### config.mk
export PLATFORM = sky130hd
export DESIGN_NAME = instruction_fetch_stage
export DESIGN_NICKNAME = d
export VERILOG_FILES = /design/src/rtl/mips_fetch_pkg.sv /design/src/rtl/fetch_skid_fifo.sv /design/src/rtl/instruction_fetch_stage.sv
export SDC_FILE = /design/constraint.sdc
export NUM_CORES = 1
export LEC_CHECK = 0
export CORE_MARGIN = 1
export CORE_UTILIZATION = 29
export CTS_CLUSTER_SIZE = 30
export DETAILED_ROUTE_END_ITERATION = 8
export PLACE_DENSITY_LB_ADDON = 0.08
export SLEW_MARGIN = 10
export SYNTH_ARGS = -nofsm -noshare
export SYNTH_HDL_FRONTEND = slang
export SYNTH_SLANG_ARGS = --single-unit
### constraint.sdc
create_clock -name clk -period 5.55 [get_ports clk]
set_input_delay 1.11 -clock clk [delete_from_list [all_inputs] [get_ports clk]]
set_output_delay 1.11 -clock clk [all_outputs]
set_load 0.005 [all_outputs]
### src/rtl/mips_fetch_pkg.sv
// Shared defaults and FSM encoding for the instruction fetch stage.
package mips_fetch_pkg;

  localparam int ADDR_W_DEF    = 8;
  localparam int INSTR_W_DEF   = 32;
  localparam int BUF_DEPTH_DEF = 2;

  typedef enum logic {
    ST_BOOT = 1'b0,
    ST_RUN  = 1'b1
  } fetch_state_t;

endpackage

### src/rtl/fetch_skid_fifo.sv
// Small circular skid buffer holding fetched {instr, pc} entries; head is
// presented from registered storage and reads as zero while empty.
module fetch_skid_fifo #(
  parameter int DATA_W = 40,
  parameter int DEPTH  = 2,
  parameter int CNT_W  = $clog2(DEPTH + 1)
) (
  input  logic              clk,
  input  logic              reset,
  input  logic              flush,
  input  logic              push,
  input  logic [DATA_W-1:0] push_data,
  input  logic              pop,
  output logic              head_valid,
  output logic [DATA_W-1:0] head_data,
  output logic [CNT_W-1:0]  count
);

  localparam int PTR_W = (DEPTH > 1) ? $clog2(DEPTH) : 1;

  logic [DATA_W-1:0] mem [DEPTH];
  logic [PTR_W-1:0]  rd_ptr;
  logic [PTR_W-1:0]  wr_ptr;
  logic              do_push;
  logic              do_pop;

  function automatic logic [PTR_W-1:0] ptr_inc(input logic [PTR_W-1:0] p);
    return (p == PTR_W'(DEPTH - 1)) ? '0 : p + PTR_W'(1);
  endfunction

  assign head_valid = (count != '0);
  assign head_data  = head_valid ? mem[rd_ptr] : '0;
  assign do_pop     = pop && head_valid && !reset && !flush;
  // A full buffer still accepts a push when the head leaves in the same cycle.
  assign do_push    = push && !reset && !flush &&
                      ((count != CNT_W'(DEPTH)) || do_pop);

  always_ff @(posedge clk) begin
    if (do_push) mem[wr_ptr] <= push_data;
  end

  always_ff @(posedge clk) begin
    if (reset || flush) begin
      rd_ptr <= '0;
      wr_ptr <= '0;
      count  <= '0;
    end else begin
      if (do_push) wr_ptr <= ptr_inc(wr_ptr);
      if (do_pop)  rd_ptr <= ptr_inc(rd_ptr);
      case ({do_push, do_pop})
        2'b10:   count <= count + CNT_W'(1);
        2'b01:   count <= count - CNT_W'(1);
        default: count <= count;
      endcase
    end
  end

endmodule

### src/rtl/instruction_fetch_stage.sv
// Fetch stage: issues sync-read imem requests, steers the PC, and buffers returns.
// States: BOOT = idle after reset, no fetch | RUN = fetching while buffer has room.
module instruction_fetch_stage
  import mips_fetch_pkg::*;
#(
  parameter int ADDR_W    = ADDR_W_DEF,
  parameter int INSTR_W   = INSTR_W_DEF,
  parameter int BUF_DEPTH = BUF_DEPTH_DEF
) (
  input  logic               clk,
  input  logic               reset,
  input  logic [ADDR_W-1:0]  instruction_address,
  output logic [ADDR_W-1:0]  next_address,
  output logic [ADDR_W-1:0]  imem_addr,
  input  logic [INSTR_W-1:0] imem_data,
  input  logic               jump,
  input  logic [ADDR_W-1:0]  jump_target,
  input  logic               branch_taken,
  input  logic [ADDR_W-1:0]  branch_target,
  output logic               if_valid,
  output logic [INSTR_W-1:0] if_instr,
  output logic [ADDR_W-1:0]  if_pc,
  input  logic               id_ready
);

  localparam int CNT_W   = $clog2(BUF_DEPTH + 1);
  localparam int ENTRY_W = INSTR_W + ADDR_W;

  fetch_state_t       state;
  fetch_state_t       state_next;
  logic               redirect;
  logic               pop;
  logic               issue;
  logic               push;
  logic               req_valid;
  logic [ADDR_W-1:0]  req_pc;
  logic [CNT_W-1:0]   fifo_count;
  logic [ENTRY_W-1:0] head;
  int                 occupancy;

  assign redirect  = jump || branch_taken;
  assign pop       = if_valid && id_ready;
  assign push      = req_valid && !redirect && !reset;
  assign imem_addr = instruction_address;

  always_ff @(posedge clk) begin
    if (reset) state <= ST_BOOT;
    else       state <= state_next;
  end

  // Occupancy counts the in-flight return so the buffer can never overflow.
  always_comb begin
    state_next = state;
    issue      = 1'b0;
    occupancy  = int'(fifo_count) + int'(req_valid) - int'(pop);
    case (state)
      ST_BOOT: state_next = ST_RUN;
      ST_RUN:  issue = !redirect && (occupancy < BUF_DEPTH);
      default: state_next = ST_BOOT;
    endcase
  end

  always_comb begin
    next_address = instruction_address;
    if (reset)             next_address = '0;
    else if (jump)         next_address = jump_target;
    else if (branch_taken) next_address = branch_target;
    else if (issue)        next_address = instruction_address + ADDR_W'(1);
  end

  always_ff @(posedge clk) begin
    if (reset) begin
      req_valid <= 1'b0;
      req_pc    <= '0;
    end else if (issue) begin
      req_valid <= 1'b1;
      req_pc    <= instruction_address;
    end else begin
      req_valid <= 1'b0;
    end
  end

  fetch_skid_fifo #(
    .DATA_W (ENTRY_W),
    .DEPTH  (BUF_DEPTH),
    .CNT_W  (CNT_W)
  ) u_fifo (
    .clk        (clk),
    .reset      (reset),
    .flush      (redirect),
    .push       (push),
    .push_data  ({imem_data, req_pc}),
    .pop        (pop),
    .head_valid (if_valid),
    .head_data  (head),
    .count      (fifo_count)
  );

  assign if_instr = head[ENTRY_W-1:ADDR_W];
  assign if_pc    = head[ADDR_W-1:0];

endmodule

==> reports/metrics.cfg <==
[pwr]
leakagePower_nw=1.838
p_per_area_nw_per_um2=256.4
vdd_ir_drop_max_mv=0.1571

[cts]
h-tree-depth=3
cts_root_buffer=clkbuf_16
cts_tree=built
cts.repair.resized=4
cts_sinks=95
clk_pin_slew_ns=0.07
holdBufCountCts=0
postCtsSetupBuffers=0
cts_buffers=9
ctsLongestPathBuffers=2
clkLatencyLatePin_ns=0.33

[floorplan]
die_w_um=120.7
ioPinCount=118
die_area_um2=14580
core_um2=13830
rows=43
die_y_um=120.7
start_util_pct=29.57

[layout]
fillers=1280
nets=475
drive_gt1_share_pct=9.639
syn_to_final_growth_pct=40.73
diodes=0

[sta]
tightest_slew_ns=1.040
relSlewSlack_pct=30.67
fin_crit_sh_pct=96.57
finalMaxSlewViolations=0
hold_violations=0
fmax_mhz=186.6
final.min_clock_period_ns=5.360
worst_slack_ns=0.1904
fin_skew_ns=0.005628
setup_viol=0
final.setup.tns_ns=0

[setup_path]
crit_path_end_kind=primary output
startpoint_type=input port
required_ns=4.44
cpMaxStageDelayCell=fa_2
cpPeakStageDelay_ns=0.50
path_class=input port to primary output
crit_path_max_fanout=4
crit_chain=clkdlybuf4s50_1, and2_1, ha_1, nand2b_2, fa_2, a221oi_2, nor3_2, or4_1, o2111a_1, clkdlybuf4s50_1
cp_top_family=buffers and inverters
path_common_cell=clkdlybuf4s50_1
cp.buffers_inverters=2
arrival_ns=4.25

[synth]
synthXorXnorAreaFrac_pct=1.714
netlist-cell-type-count=40
yosysMostFrequentCell=edfxtp_1
yosys-top-cells-area=edfxtp_1, mux2i_1, dfxtp_1
synth.cell_area_um2=4089
ys.flop_type=edfxtp_1
yosysSeqAreaShare_pct=66.10
synth_compound_area_share_pct=6.304
yosysTopAreaCellShare_pct=58.75
synth_cells=294
synth_mux_area_share_pct=11.75
synth_edf_count=80
synth_simple_gate_area_share_pct=9.027
synth_top_family_by_area=multiplexers
ys_warn_count=0
synth_nets=359
async_reset_ff_share_pct=0
syn_avg_cell_area_um2=13.91
yosys.area.top_type=edfxtp_1
postSynthRegisterBits=95
synth.top_cells.by_count=edfxtp_1, nor2_1, mux2i_1, dfxtp_1
synth_fa_ha_area_share_pct=1.408

[place]
gp_congestion=0.7546
pre_cts_ws_ns=-0.006946
place_hpwl_um=6025
io_buffers=117

[routing]
wl_um=9022
postRouteAntennaNets=0
drcViolationCount=0
drtPass1Iterations=4
routedWlPerCell_um=15.16
vias=2674
viasPerCell=4.494
drt-initial-drc-count=99

[global_routing]
overflow=0
grt.total_usage_pct=13.13
antenna_found_initial=0
grt_pass1_wl_um=14400
first_global_vias=2803
grt_max_degree=41

[run]
drv_cap=0

[status]
outcome=finished, final reports clean

[worst_hold_path]
hp-class=flip-flop to flip-flop

## cell families (layout without fill, tap and decap cells)
kind of cell	Yosys count	after routing
compound gates	31	31
xor+xnor	8	8
fa+ha+maj	4	4
buf+inv	30	151
flops	95	95
mux	48	48
simple gates	78	78
## final cells by class
class	count	area (um^2)	share of cell area [%]
clock buffers	11	232.7	4.044
clock inverters	5	57.56	1.000
inverters	10	37.54	0.6523
multi-input cells	169	1269	22.05
flip-flops and latches	95	2704	46.99
well taps	180	225.2	3.914
repair buffers	125	1229	21.35
## path summary, 6_finish.rpt
check | startpoint | endpoint | slack (ns) | cells past startpoint
worst max register to register | u_fifo.count[1] | req_pc[7] | 2.55 | 11
worst max-delay path | id_ready | next_address[0] | 0.19 | 10
worst min register to register | req_pc[3] | u_fifo.mem[1][3] | 0.46 | 0
worst min-delay path | req_pc[3] | u_fifo.mem[1][3] | 0.46 | 0
## state kept, by name, indices dropped and copies added (netlist names), named ones only
| name | count |
|---|---|
| req_valid | 1 |
| u_fifo.mem | 80 |
| u_fifo.rd_ptr | 1 |
| u_fifo.count | 2 |
| u_fifo.wr_ptr | 1 |
| req_pc | 8 |
| state | 1 |
## report_power, final
group	total, mW	leakage (nW)	switching (mW)	internal, mW
combinational	0.101	0.838	0.0388	0.0620
sequential	0.777	0.866	0.00232	0.775
clock	0.597	0.134	0.248	0.350
## metal layers
layer  up-vias  global-route usage [%]  wire length [um]  part of all wire [%]
li1       1313                       -                 -                     -
met1      1264                   15.39              3774                    42
met2        88                   22.38              4456                    49
met3         9                   4.104               632                   7.0
met4         0                   5.015               158                   1.8
met5         -                       0                 0                     0
## placed cells by master, fill, tap and decap left out, types with 2 or more instances in the layout
cell	count
xnor2_1	8
edfxtp_1	80
clkbuf_1	2
dlygate4sd2_1	4
nand2b_1	3
a2111oi_2	5
clkdlybuf4s50_1	112
mux2i_1	48
o22ai_1	6
a21oi_1	6
inv_1	9
dfxtp_1	14
a211oi_1	7
buf_4	8
nor2_1	51
nand2_1	6
clkinvlp_4	2
clkbuf_16	9
clkinv_1	2
ha_1	3
## through the flow
| stage | power [mW] | util (%) | hold WS, ns | area, um^2 | cells |
|---|---|---|---|---|---|
| finish | 1.475 | 41.62 | 0.4552 | 5754 | 595 |
| global route | 1.535 | 41.62 | 0.4686 | 5754 | 595 |
| CTS | 1.496 | 41.45 | 0.4622 | 5732 | 595 |
| detailed placement | 0.8954 | 39.39 | 0.4421 | 5446 | 579 |
| global placement | 0.8951 | 39.39 | 0.4378 | 5446 | 579 |
| floorplan | 0.8242 | - | 0.4249 | 4089 | 294 |
No activity file was read; power rests on OpenSTA's default activity.
